**src/rtl/snake_pkg.sv**
```systemverilog
// ============================================================================
// Module      : snake_pkg
// Description : Shared phase encoding and default widths for the snake game.
// Revision    : 1.0 - initial release
// ============================================================================
`default_nettype none

package snake_pkg;

    localparam int SCORE_BIT_DEF = 8;
    localparam int LEVEL_BIT_DEF = 3;

    typedef enum logic [2:0] {
        PH_IDLE  = 3'd0,
        PH_INIT  = 3'd1,
        PH_RUN   = 3'd2,
        PH_OVER  = 3'd3,
        PH_PAUSE = 3'd4
    } phase_e;

endpackage

`default_nettype wire

```
**src/rtl/game_phase_controller_if.sv**
```systemverilog
// ============================================================================
// Module      : game_phase_controller_if
// Description : Link between the phase controller and the snake FSM.
// Revision    : 1.0 - initial release
// ============================================================================
`default_nettype none

interface game_phase_controller_if;

    logic move_tik;
    logic soft_reset_n;
    logic fruit_eaten;
    logic collision;

    modport master (
        output move_tik,
        output soft_reset_n,
        input  fruit_eaten,
        input  collision
    );

    modport slave (
        input  move_tik,
        input  soft_reset_n,
        output fruit_eaten,
        output collision
    );

endinterface

`default_nettype wire

```
**src/rtl/button_edge.sv**
```systemverilog
// ============================================================================
// Module      : button_edge
// Description : Two-flop synchroniser with a registered rising-edge pulse.
// Revision    : 1.0 - initial release
// ============================================================================
`default_nettype none

module button_edge (
    input  wire logic clk,
    input  wire logic rst_n,
    input  wire logic i_btn,
    output logic      o_pulse
);

    logic sync1_q, sync1_d;
    logic sync2_q, sync2_d;
    logic prev_q,  prev_d;
    logic pulse_q, pulse_d;

    always_comb begin
        sync1_d = i_btn;
        sync2_d = sync1_q;
        prev_d  = sync2_q;
        pulse_d = sync2_q & ~prev_q;
    end

    always_ff @(posedge clk or negedge rst_n) begin
        if (!rst_n) begin
            sync1_q <= 1'b0;
            sync2_q <= 1'b0;
            prev_q  <= 1'b0;
            pulse_q <= 1'b0;
        end else begin
            sync1_q <= sync1_d;
            sync2_q <= sync2_d;
            prev_q  <= prev_d;
            pulse_q <= pulse_d;
        end
    end

    assign o_pulse = pulse_q;

endmodule

`default_nettype wire

```
**src/rtl/game_phase_controller.sv**
```systemverilog
// ============================================================================
// Module      : game_phase_controller
// Description : IDLE/INIT/RUN/OVER game sequencer with score, high score and
//               level-scaled move_tik. Optional macro PAUSE_EN adds PAUSE.
// Revision    : 1.0 - initial release
// ============================================================================
`default_nettype none

module game_phase_controller
    import snake_pkg::*;
#(
    parameter int SCORE_BIT        = SCORE_BIT_DEF,
    parameter int LEVEL_BIT        = LEVEL_BIT_DEF,
    parameter int BASE_DIV         = 8,
    parameter int FRUITS_PER_LEVEL = 4,
    parameter int OVER_FRAMES      = 60
) (
    input  wire logic                 clock_25,
    input  wire logic                 reset,
    input  wire logic                 frame_tik,
    input  wire logic                 game_tik,
    input  wire logic                 start_P,
    game_phase_controller_if.master   snake_if,
    output logic                      game_enable,
    output logic [2:0]                phase,
    output logic [SCORE_BIT-1:0]      score,
    output logic [SCORE_BIT-1:0]      high_score,
    output logic [LEVEL_BIT-1:0]      speed_level
);

    localparam int DIV_W   = $clog2(BASE_DIV + 1);
    localparam int FRUIT_W = (FRUITS_PER_LEVEL > 1) ? $clog2(FRUITS_PER_LEVEL) : 1;
    localparam int OVER_W  = $clog2(OVER_FRAMES + 1);

    localparam logic [FRUIT_W-1:0] C_FRUIT_LAST = FRUIT_W'(FRUITS_PER_LEVEL - 1);
    localparam logic [OVER_W-1:0]  C_OVER_MAX   = OVER_W'(OVER_FRAMES);

    phase_e               phase_q,       phase_d;
    logic [SCORE_BIT-1:0] score_q,       score_d;
    logic [SCORE_BIT-1:0] high_score_q,  high_score_d;
    logic [LEVEL_BIT-1:0] speed_level_q, speed_level_d;
    logic [DIV_W-1:0]     tik_cnt_q,     tik_cnt_d;
    logic [FRUIT_W-1:0]   fruit_cnt_q,   fruit_cnt_d;
    logic [OVER_W-1:0]    over_cnt_q,    over_cnt_d;
    logic                 move_tik_q,    move_tik_d;
    logic                 soft_rst_n_q,  soft_rst_n_d;
    logic                 game_en_q,     game_en_d;

    logic             w_start_edge;
    logic             w_pause_req;
    logic             w_enter_init;
    logic [DIV_W-1:0] w_div_m1;

    button_edge u_start_edge (
        .clk     (clock_25),
        .rst_n   (reset),
        .i_btn   (start_P),
        .o_pulse (w_start_edge)
    );

`ifdef PAUSE_EN
    assign w_pause_req = w_start_edge;
`else
    assign w_pause_req = 1'b0;
`endif

    // Terminal count is div-1 with div = BASE_DIV - level, floored at 1.
    always_comb begin
        w_div_m1 = '0;
        if (32'(speed_level_q) < 32'(BASE_DIV - 1))
            w_div_m1 = DIV_W'(32'(BASE_DIV - 1) - 32'(speed_level_q));
    end

    always_comb begin
        phase_d       = phase_q;
        score_d       = score_q;
        high_score_d  = high_score_q;
        speed_level_d = speed_level_q;
        tik_cnt_d     = tik_cnt_q;
        fruit_cnt_d   = fruit_cnt_q;
        over_cnt_d    = over_cnt_q;
        move_tik_d    = 1'b0;
        soft_rst_n_d  = 1'b1;
        w_enter_init  = 1'b0;

        case (phase_q)
            PH_IDLE: begin
                if (w_start_edge)
                    w_enter_init = 1'b1;
            end
            PH_INIT: begin
                if (frame_tik)
                    phase_d = PH_RUN;
            end
            PH_RUN: begin
                // Collision wins over any move or fruit on the same cycle.
                if (snake_if.collision) begin
                    phase_d    = PH_OVER;
                    over_cnt_d = '0;
                    if (score_q > high_score_q)
                        high_score_d = score_q;
                end else begin
                    if (w_pause_req) begin
                        phase_d = PH_PAUSE;
                    end else if (game_tik) begin
                        if (tik_cnt_q >= w_div_m1) begin
                            tik_cnt_d  = '0;
                            move_tik_d = 1'b1;
                        end else begin
                            tik_cnt_d = tik_cnt_q + 1'b1;
                        end
                    end
                    if (snake_if.fruit_eaten) begin
                        if (score_q != '1)
                            score_d = score_q + 1'b1;
                        if (fruit_cnt_q == C_FRUIT_LAST) begin
                            fruit_cnt_d = '0;
                            if (speed_level_q != '1)
                                speed_level_d = speed_level_q + 1'b1;
                        end else begin
                            fruit_cnt_d = fruit_cnt_q + 1'b1;
                        end
                    end
                end
            end
            PH_PAUSE: begin
                if (w_pause_req)
                    phase_d = PH_RUN;
            end
            PH_OVER: begin
                if (frame_tik && (over_cnt_q != C_OVER_MAX))
                    over_cnt_d = over_cnt_q + 1'b1;
                if (w_start_edge && (over_cnt_q == C_OVER_MAX))
                    w_enter_init = 1'b1;
            end
            default: phase_d = PH_IDLE;
        endcase

        if (w_enter_init) begin
            phase_d       = PH_INIT;
            soft_rst_n_d  = 1'b0;
            score_d       = '0;
            speed_level_d = '0;
            tik_cnt_d     = '0;
            fruit_cnt_d   = '0;
        end

        game_en_d = (phase_d == PH_RUN) || (phase_d == PH_PAUSE);
    end

    always_ff @(posedge clock_25 or negedge reset) begin
        if (!reset) begin
            phase_q       <= PH_IDLE;
            score_q       <= '0;
            high_score_q  <= '0;
            speed_level_q <= '0;
            tik_cnt_q     <= '0;
            fruit_cnt_q   <= '0;
            over_cnt_q    <= '0;
            move_tik_q    <= 1'b0;
            soft_rst_n_q  <= 1'b1;
            game_en_q     <= 1'b0;
        end else begin
            phase_q       <= phase_d;
            score_q       <= score_d;
            high_score_q  <= high_score_d;
            speed_level_q <= speed_level_d;
            tik_cnt_q     <= tik_cnt_d;
            fruit_cnt_q   <= fruit_cnt_d;
            over_cnt_q    <= over_cnt_d;
            move_tik_q    <= move_tik_d;
            soft_rst_n_q  <= soft_rst_n_d;
            game_en_q     <= game_en_d;
        end
    end

    assign snake_if.move_tik     = move_tik_q;
    assign snake_if.soft_reset_n = soft_rst_n_q;
    assign game_enable           = game_en_q;
    assign phase                 = phase_q;
    assign score                 = score_q;
    assign high_score            = high_score_q;
    assign speed_level           = speed_level_q;

endmodule

`default_nettype wire
```
**src/flat_wrapper.sv**
```systemverilog
// flat-port wrapper written by rule: the top's interface ports become plain ports
module game_phase_controller_flat import snake_pkg::*;
#(
    parameter int SCORE_BIT        = SCORE_BIT_DEF,
    parameter int LEVEL_BIT        = LEVEL_BIT_DEF,
    parameter int BASE_DIV         = 8,
    parameter int FRUITS_PER_LEVEL = 4,
    parameter int OVER_FRAMES      = 60
)
  (clock_25, reset, frame_tik, game_tik, start_P, game_enable, phase, score, high_score, speed_level, snake_if_move_tik, snake_if_soft_reset_n, snake_if_fruit_eaten, snake_if_collision);
  game_phase_controller_if snake_if_i ();
  input  wire logic clock_25;
  input  wire logic reset;
  input  wire logic frame_tik;
  input  wire logic game_tik;
  input  wire logic start_P;
  output logic game_enable;
  output logic [2:0] phase;
  output logic [SCORE_BIT-1:0] score;
  output logic [SCORE_BIT-1:0] high_score;
  output logic [LEVEL_BIT-1:0] speed_level;
  output wire logic [$bits(snake_if_i.move_tik)-1:0] snake_if_move_tik;
  output wire logic [$bits(snake_if_i.soft_reset_n)-1:0] snake_if_soft_reset_n;
  input wire logic [$bits(snake_if_i.fruit_eaten)-1:0] snake_if_fruit_eaten;
  input wire logic [$bits(snake_if_i.collision)-1:0] snake_if_collision;
  assign snake_if_move_tik = snake_if_i.move_tik;
  assign snake_if_soft_reset_n = snake_if_i.soft_reset_n;
  assign snake_if_i.fruit_eaten = snake_if_fruit_eaten;
  assign snake_if_i.collision = snake_if_collision;
  game_phase_controller #(.SCORE_BIT(SCORE_BIT), .LEVEL_BIT(LEVEL_BIT), .BASE_DIV(BASE_DIV), .FRUITS_PER_LEVEL(FRUITS_PER_LEVEL), .OVER_FRAMES(OVER_FRAMES)) u_core (.clock_25(clock_25), .reset(reset), .frame_tik(frame_tik), .game_tik(game_tik), .start_P(start_P), .snake_if(snake_if_i), .game_enable(game_enable), .phase(phase), .score(score), .high_score(high_score), .speed_level(speed_level));
endmodule
```
**config.mk**
```make
export PLATFORM = sky130hd
export DESIGN_NAME = game_phase_controller_flat
export DESIGN_NICKNAME = d
export VERILOG_FILES = /design/src/rtl/snake_pkg.sv /design/src/rtl/game_phase_controller_if.sv /design/src/rtl/button_edge.sv /design/src/rtl/game_phase_controller.sv /design/src/flat_wrapper.sv
export SDC_FILE = /design/constraint.sdc
export NUM_CORES = 1
export LEC_CHECK = 0
export BUFFER_PORTS_ARGS = -buffer_cell sky130_fd_sc_hd__buf_2
export CORE_ASPECT_RATIO = 2
export CORE_UTILIZATION = 51
export CTS_CLUSTER_DIAMETER = 30
export CTS_CLUSTER_SIZE = 25
export DETAILED_ROUTE_END_ITERATION = 8
export PLACE_DENSITY = 0.75
export SLEW_MARGIN = 40
export SYNTH_ARGS = -nofsm -noshare
export SYNTH_HDL_FRONTEND = slang
export SYNTH_SLANG_ARGS = --single-unit
export TNS_END_PERCENT = 30
```
**constraint.sdc**
```tcl
create_clock -name clock_25 -period 2.2 [get_ports clock_25]
set_input_delay 0.33 -clock clock_25 [delete_from_list [all_inputs] [get_ports clock_25]]
set_output_delay 0.33 -clock clock_25 [all_outputs]
set_load 0.05 [all_outputs]
```
==> results of run 1 <==
flip-flops by register name, indices dropped and copies added (netlist names):
signal                        flops
u_core.snake_if.move_tik          1
u_core.game_enable                1
u_core.u_start_edge.sync1_q       1
u_core.phase                      3
u_core.tik_cnt_q                  4
u_core.score                      8
u_core.u_start_edge.prev_d        1
u_core.snake_if.soft_reset_n      1
u_core.high_score                 8
u_core.u_start_edge.o_pulse       1
u_core.speed_level                3
u_core.over_cnt_q                 6
u_core.u_start_edge.prev_q        1
u_core.fruit_cnt_q                2
final cells by class:
class	count	area, um2	area share (%)
clock inverters	2	10.01	0.3811
flip-flops and latches	41	1030	39.21
inverters	22	82.58	3.144
clock buffers	6	72.57	2.763
multi-input cells	142	1119	42.59
well taps	52	65.06	2.477
repair buffers	43	247.7	9.433
cells by family after synthesis:
group / synth area share [%]
AOI/OAI and AO/OA: 13.82
xor gates and xnor gates: 1.580
adders and majority gates: 10.15
buffers and inverters: 5.527
DFF: 46.31
muxes: 6.204
and+or+nand+nor: 16.41
per-stage QoR:
stage	utilization (%)	cell area, um2
3_3_place_gp	61.12	2524
5_1_grt	63.61	2626
6_report	63.61	2626
2_1_floorplan	-	2261
3_5_place_dp	61.12	2524
4_1_cts	63.36	2616
timing repair:
item / 4_1_cts / 5_1_grt
hold buffers: 1 / 0
setup endpoints to repair: 0 / 4
setup buffers: 0 / 0
resized for setup: 0 / 2
endpoints found under the hold margin: 15 / 0
cell usage in the layout, fill, tap and decap left out, drive strengths merged, types with 6 or more instances in the layout:
cell type / count
mux2: 6
nand2: 13
buf: 42
clkbuf: 6
a21oi: 18
nand4: 7
dfrtp: 40
mux2i: 7
inv: 22
ha: 18
nor2: 15
where the power goes:
group / switching (mW) / internal [mW] / total (mW)
sequential: 0.0723 / 0.827 / 0.900
combinational: 0.182 / 0.116 / 0.298
clock: 0.258 / 0.220 / 0.478
total: 0.513 / 1.16 / 1.68
metal layers:
metal	vias to the layer above	track usage [%]	wire [um]
li1	842	-	-
met1	849	22.64	1733
met2	38	42.48	2600
met3	8	3.190	125
met4	0	12.01	102
met5	-	0	0
path summary, 6_finish.rpt:
check | to | slack (ns) | cells after the start
worst max-delay path | u_core.tik_cnt_q[3] | 0.08 | 8
worst min register to register | u_core.u_start_edge.prev_d | 0.36 | 0
worst min-delay path | u_core.u_start_edge.sync1_q | 0.14 | 1
max in group asynchronous | u_core.snake_if.soft_reset_n | 1.08 | 3
min in group asynchronous | u_core.over_cnt_q[2] | 0.50 | 2
worst max register to register | u_core.tik_cnt_q[3] | 0.08 | 8
==> flow_summary.json, run 1 <==
{
  "synth_top_area_share_pct": 45.12,
  "dieArea_mm2": 0.004633,
  "vias_per_cell": 5.640,
  "ys_ff_latch": 41,
  "setup_viol": 0,
  "path_delay_family": "compound AO/OA/AOI/OAI gates",
  "core-area_mm2": 0.004129,
  "drive_above_1_share_pct": 27.34,
  "num_vias": 1737,
  "syn_nets": 236,
  "wl_per_cell_um": 14.81,
  "crit_arrival_ns": 2.34,
  "rsz0062_at_grt": "yes",
  "final_nets": 280,
  "dpl_worst_slack_ns": 0.02039,
  "first_pass_iters": 4,
  "drt_iter0_drc": 29,
  "synth_cells": 211,
  "start_util_pct": 53.73,
  "ys_seq_area_share_pct": 46.31,
  "maxSlewViolCount": 0,
  "clockBufferDepth": 2,
  "dpl.cell_count": 299,
  "cts_buffers": 5,
  "yosysTopAreaCell": "dfrtp_1",
  "ys_warn_count": 0,
  "drc": 0,
  "finalSetupTns_ns": 0,
  "r2r_start": "u_core.speed_level[0]",
  "synthArstFlopShare_pct": 100.0,
  "startpoint": "u_core.speed_level[0]",
  "critPathSlowestCell": "dfrtp_2",
  "num-fill-cells": 341,
  "fin_skew_ns": 0.005399,
  "numClockSinks": 41,
  "outcome": "finished, final reports clean",
  "holdCritStartpoint": "start_P",
  "place_hpwl_um": 3508,
  "tightestPinTransition_ns": 0.4157,
  "syn_to_final_growth_pct": 18.39,
  "antenna_found_initial": 0,
  "crit_top_cell": "ha_4",
  "p_total_mw": 1.676,
  "start_kind": "flip-flop",
  "postSynthAreaPerCell_um2": 10.51,
  "hold_violations": 0,
  "die_x_um": 48.64,
  "ant_nets": 0,
  "crit_path_end_kind": "flip-flop",
  "cap_viol_max_count": 0,
  "finalCritPeriodShare_pct": 96.40,
  "grt_max_degree": 19,
  "clockRootBuffer": "clkbuf_8",
  "synth.cells.most_frequent": "dfrtp_1 (40), inv_1 (22), a21oi_1 (18), ha_1 (18), nor2_1 (15)",
  "syn-cell-area_mm2": 0.002218,
  "cts_tree": "built",
  "synth_area_leaders": "dfrtp_1 (45%), ha_1 (10%), a21oi_1 (4.1%), inv_1 (3.7%), mux2i_1 (3.2%)",
  "grt_pass1_wl_um": 7893,
  "htreeDepth": 2,
  "yosysMostFrequentCell": "dfrtp_1",
  "fmaxAchievable_ghz": 0.4715,
  "synth_cell_types": 49,
  "routed_wirelength_um": 4562,
  "cts.clk_slew.worst_paths_ns": 0.08,
  "ir_drop_mv": 0.5178,
  "row_count": 33,
  "leakagePower_nw": 1.293,
  "worstHoldPathType": "in2reg",
  "clkLatencyLatePin_ns": 0.29,
  "fin_cells": 308,
  "required_ns": 2.42,
  "setup_ws_ns": 0.07911,
  "grt_pass1_vias": 1809,
  "critPathKind": "reg2reg",
  "die_h_um": 95.27,
  "synth_edf_count": 0,
  "slew_headroom_pct": 72.28,
  "powerDensity_mw_per_mm2": 638.3,
  "finalCriticalPeriod_ns": 2.121,
  "worstPathMaxFanout": 4,
  "grtUsageTotal_pct": 22.20,
  "place_congestion": 0.8260,
  "overflow": 0,
  "critPathMaxStageDelay_ns": 0.45,
  "path_cells": "ha_4, ha_4, or2_4, ha_4, a211o_1, a2111oi_4, nand4_1, a21oi_1",
  "whs_ns": 0.1436,
  "numPortBuffers": 31,
  "worst-path-buf-inv": 0,
  "io_pins": 32,
  "diodes": 0,
  "synthFlopType": "dfrtp_1"
}
No activity file was read; power rests on OpenSTA's default activity.
==> inputs of run 2 (changes only) <==
Settings changed: CORE_UTILIZATION 51 to 45, PLACE_DENSITY 0.75 to 0.68.
==> run 2 against run 1 <==
Against the previous run:
- hold slack worse by 0.10 ns
- design area up 1.1%
- register-to-register slack worse by 0.06 ns
- die area up 13%
- fmax down 2.7%
- first-iteration DRC count down 3.4%
- flip-flop and latch count unchanged
==> flow_summary.json, run 2 (same netlist as run 1, synthesis figures left out) <==
{
  "maxSlewViolCount": 0,
  "hold_violations": 0,
  "diodes": 0,
  "clockBufferDepth": 2,
  "r2r_slack_ns": 0.02,
  "crit_arrival_ns": 2.40,
  "slew_headroom_pct": 58.22,
  "p_seq_share_pct": 49.9,
  "postCtsHoldBufs": 0,
  "grt_pass1_vias": 1738,
  "ant_nets": 0,
  "leakagePower_nw": 1.305,
  "antenna_found_initial": 0,
  "p_int_mw": 1.280,
  "fin_skew_ns": 0.009034,
  "tightestPinTransition_ns": 0.6267,
  "finalCriticalPeriod_ns": 2.180,
  "final_cell_mix": "dfrtp_1 (38), buf_2 (31), inv_1 (22)",
  "place_congestion": 0.8043,
  "grt_max_degree": 29,
  "cts_tree": "built",
  "whs_ns": 0.04345,
  "io_pins": 32,
  "core-area_mm2": 0.004686,
  "required_ns": 2.42,
  "drt_iter0_drc": 28,
  "numClockSinks": 41,
  "place_hpwl_um": 3517,
  "dpl.cell_count": 301,
  "wl_per_cell_um": 14.73,
  "first_pass_iters": 4,
  "p_sw_mw": 0.5168,
  "finalCritPeriodShare_pct": 99.08,
  "row_count": 35,
  "start_kind": "flip-flop",
  "dieArea_mm2": 0.005231,
  "p_comb_share_pct": 16.2,
  "crit_path_end_kind": "flip-flop",
  "drive_above_1_share_pct": 27.63,
  "fmaxAchievable_ghz": 0.4587,
  "mostFrequentLayoutCell": "dfrtp_1",
  "outcome": "finished, final reports clean",
  "rsz0062_at_grt": "yes",
  "p_clk_share_pct": 33.9,
  "grtUsageTotal_pct": 19.88,
  "overflow": 0,
  "cts.clk_slew.worst_paths_ns": 0.08,
  "htreeDepth": 2,
  "numPortBuffers": 31,
  "cts_buffers": 5,
  "fin_cells": 312,
  "clkLatencyLatePin_ns": 0.30,
  "final_nets": 281,
  "ir_drop_mv": 0.5450,
  "num_vias": 1734,
  "p_sw_share_pct": 28.76,
  "start_util_pct": 47.34,
  "powerDensity_mw_per_mm2": 676.4,
  "grt_pass1_wl_um": 7707,
  "critPathKind": "reg2reg",
  "die_x_um": 51.65,
  "syn_to_final_growth_pct": 19.74,
  "drc": 0,
  "clockRootBuffer": "clkbuf_8",
  "routed_wirelength_um": 4595,
  "cap_viol_max_count": 0,
  "die_h_um": 101.3,
  "worstHoldPathType": "in2async",
  "setup_viol": 0,
  "worstPathMaxFanout": 4,
  "vias_per_cell": 5.558
}
[run 2: changes by cell type in the layout (fill, tap and decap cells not counted)]
cell	previous run	this run
clkinv_4	0	1
buf_4	11	13
bufinv_16	0	1
dlygate4sd3_1	1	0
nand2b_4	1	0
clkinv_2	2	0
nand2b_1	0	1
[run 2: power groups by stage]
stage	Combinational, mW	Clock [mW]	Sequential (mW)
final	0.291	0.609	0.897
after floorplan	0.172	0	0.935
after global routing	0.333	0.653	0.911
after CTS	0.294	0.628	0.897
after global placement	0.284	0	0.912
after detailed placement	0.293	0	0.912
[run 2: layout make-up]
| type | instances | area, um2 |
|---|---|---|
| clock buffers | 6 | 72.57 |
| multi-input cells | 142 | 1111 |
| inverters | 22 | 82.58 |
| well taps | 55 | 68.82 |
| clock inverters | 2 | 38.79 |
| fillers | 396 | 2029 |
| flip-flops and latches | 41 | 1030 |
| repair buffers | 44 | 252.7 |
[run 2: path summary, 6_finish.rpt]
path,start,end,cells past startpoint
worst max-delay path,u_core.speed_level[0],u_core.tik_cnt_q[3],8
worst min-delay path,reset,u_core.high_score[6],1
worst max register to register,u_core.speed_level[0],u_core.tik_cnt_q[3],8
worst min register to register,u_core.u_start_edge.sync1_q,u_core.u_start_edge.prev_d,0
max in group asynchronous,reset,u_core.score[4],2
min in group clock_25,start_P,u_core.u_start_edge.sync1_q,1
[run 2: critical path, stage by stage, from the launching register on]
cell       delay (ns)
dfrtp_2          0.44
ha_4             0.17
ha_4             0.15
or2_4            0.23
ha_4             0.21
and2_4           0.14
a2111oi_4        0.44
nand4_1          0.14
a21oi_1          0.16
[run 2: timing repair]
action	CTS	global route
resized for setup	1	0
pin swaps	0	5
endpoints found under the setup margin	2	4
setup buffers	0	3
[run 2: routing by layer]
metal | vias up | global-route usage [%] | part of all wire, %
li1 | 843 | - | -
met1 | 848 | 20.59 | 38
met2 | 34 | 36.66 | 56
met3 | 9 | 3.604 | 3.1
met4 | 0 | 9.979 | 2.4
met5 | - | 0 | 0
[run 2: metrics by stage]
| stage | setup slack, ns | utilization (%) | TNS (ns) | power (mW) | instance area [um2] |
|---|---|---|---|---|---|
| after floorplan | 0.003926 | - | 0 | 1.107 | 2261 |
| after global placement | 0.06420 | 53.78 | 0 | 1.195 | 2520 |
| after detailed placement | 0.02062 | 53.78 | 0 | 1.205 | 2520 |
| after CTS | 0.06164 | 56.21 | 0 | 1.819 | 2634 |
| after global routing | -0.06570 | 56.69 | -0.1309 | 1.897 | 2656 |
| final | 0.02014 | 56.69 | 0 | 1.797 | 2656 |
==> inputs of run 3 (changes only) <==
Settings changed: PLACE_DENSITY 0.68 to 0.75.
==> run 3 against run 2 <==
Against the previous run:
- wire length is 2.0% lower
- clock skew down 0.0040 ns
- fmax fell by 0.88%
- hold slack improved by 0.043 ns
- global-route usage decreased by 0.40 points
- utilization fell by 0.053 points
- largest power group unchanged
- register-to-register slack got worse by 0.02 ns
- combinational power grew 5%
- non-clock buffer count shrank 3
- critical path depth stayed put
==> flow_summary.json, run 3 (same netlist as run 1, synthesis figures left out) <==
{
  "outcome": "finished, final reports clean",
  "p_total_mw": 1.924,
  "drt_iter0_drc": 22,
  "rsz0062_at_grt": "yes",
  "mostFrequentLayoutCell": "dfrtp_1",
  "final_nets": 278,
  "first_pass_iters": 4,
  "diodes": 0,
  "cts_setup_buffers": 0,
  "ir_drop_mv": 0.5261,
  "num_vias": 1701,
  "start_kind": "flip-flop",
  "multiInputGateArea_mm2": 0.001109,
  "place_congestion": 0.8561,
  "die_h_um": 101.3,
  "critPathKind": "reg2reg",
  "io_pins": 32,
  "row_count": 35,
  "slew_headroom_pct": 64.95,
  "required_ns": 2.43,
  "die_x_um": 51.65,
  "finalInstanceArea_mm2": 0.002654,
  "hold_violations": 0,
  "clockRootBuffer": "clkbuf_8",
  "maxSlewViolCount": 0,
  "clockBufferDepth": 2,
  "worstHoldPathType": "in2async",
  "worstPathMaxFanout": 4,
  "r2r_start": "u_core.speed_level[0]",
  "cts_buffers": 5,
  "r2r-end": "u_core.tik_cnt_q[3]",
  "tightestPinTransition_ns": 0.5258,
  "htreeDepth": 2,
  "grtUsageTotal_pct": 19.49,
  "fin_skew_ns": 0.004988,
  "cts_tree": "built",
  "antenna_found_initial": 0,
  "numClockSinks": 41,
  "final_cell_mix": "dfrtp_1 (38), buf_2 (31), inv_1 (22)",
  "routed_wirelength_um": 4504,
  "drc": 0,
  "dieArea_mm2": 0.005231,
  "wl_per_cell_um": 14.58,
  "crit_path_end_kind": "flip-flop",
  "overflow": 0,
  "r2r_slack_ns": 0.0009,
  "fmaxAchievable_ghz": 0.4547,
  "syn_to_final_growth_pct": 19.63,
  "seq_area_mm2": 0.001030,
  "place_area_mm2": 0.002520,
  "numPortBuffers": 31,
  "grt_max_degree": 42,
  "cap_viol_max_count": 0,
  "grt_pass1_wl_um": 7548,
  "ff2ff_path_depth": 8,
  "finalCriticalPeriod_ns": 2.199,
  "grt_pass1_vias": 1723,
  "num-fill-cells": 421,
  "clkLatencyLatePin_ns": 0.30,
  "powerDensity_mw_per_mm2": 725.1,
  "setup_viol": 0,
  "drive_above_1_share_pct": 27.17,
  "cts.clk_slew.worst_paths_ns": 0.08,
  "finalCritPeriodShare_pct": 99.96,
  "ant_nets": 0,
  "start_util_pct": 47.34,
  "place_hpwl_um": 3282,
  "leakagePower_nw": 1.302,
  "vias_per_cell": 5.505,
  "crit_arrival_ns": 2.43,
  "core-area_mm2": 0.004686
}
-- run 3: changes by cell type in the layout (fill, tap and decap cells not counted) --
cell / delta
buf_4: -3
bufinv_16: +1
clkbuf_1: -1
clkinv_2: +1
clkinv_4: -1
or2_2: +1
or2_4: -1
-- run 3: worst max-delay path by stage --
| stage | start | to | slack [ns] | cells past startpoint |
|---|---|---|---|---|
| finish | u_core.speed_level[0] | u_core.tik_cnt_q[3] | 0.0009 | 8 |
| global route | u_core.speed_level[0] | u_core.tik_cnt_q[3] | -0.1 | 8 |
| CTS | u_core.speed_level[0] | u_core.tik_cnt_q[3] | 0.003 | 8 |
| detailed placement | u_core.speed_level[0] | u_core.tik_cnt_q[3] | 0.01 | 8 |
| global placement | u_core.speed_level[0] | u_core.tik_cnt_q[3] | 0.07 | 8 |
| floorplan | u_core.speed_level[0] | u_core.tik_cnt_q[3] | 0.004 | 8 |
-- run 3: layout make-up --
cell class | count | area share, %
Clock buffer | 5 | 2.593
Clock inverter | 3 | 2.452
Inverter | 22 | 3.112
Multi-Input combinational cell | 142 | 41.77
Sequential cell | 41 | 38.80
Tap cell | 55 | 2.593
Timing Repair Buffer | 41 | 8.675
-- run 3: worst max-delay path: stages, from the launching register on --
cell and delay, ns:
dfrtp_2 0.45, ha_4 0.18, ha_4 0.15, or2_2 0.31
ha_4 0.16, a211o_1 0.30, a2111oi_4 0.30, nand4_1 0.14
a21oi_1 0.15
-- run 3: where the power goes --
group | internal (mW) | switching [mW]
logic | 0.117 | 0.190
clock network | 0.451 | 0.270
registers | 0.827 | 0.0701
total | 1.39 | 0.530
-- run 3: per-stage QoR --
step | TNS [ns] | utilization, % | setup WS [ns] | instances | hold slack, ns
global route | -0.2625 | 56.64 | -0.09995 | 309 | 0.1289
finish | 0 | 56.64 | 0.0008931 | 309 | 0.08667
CTS | 0 | 56.64 | 0.002578 | 309 | 0.1100
detailed placement | 0 | 53.78 | 0.01454 | 301 | 0.3441
global placement | 0 | 53.78 | 0.06637 | 301 | 0.3327
floorplan | 0 | - | 0.003926 | 211 | 0.03441
-- run 3: layer usage --
| layer | wire (um) | part of all wire [%] | global-route usage, % |
|---|---|---|---|
| met5 | 0 | 0 | 0 |
| met1 | 1801 | 40 | 21.07 |
| met3 | 131 | 2.9 | 3.604 |
| met4 | 122 | 2.7 | 9.979 |
| met2 | 2449 | 54 | 34.87 |
-- run 3: what timing repair did --
| action | CTS | global route |
|---|---|---|
| hold buffers | 0 | 0 |
| endpoints found under the setup margin | 0 | 4 |
| gates resized for setup | 0 | 0 |
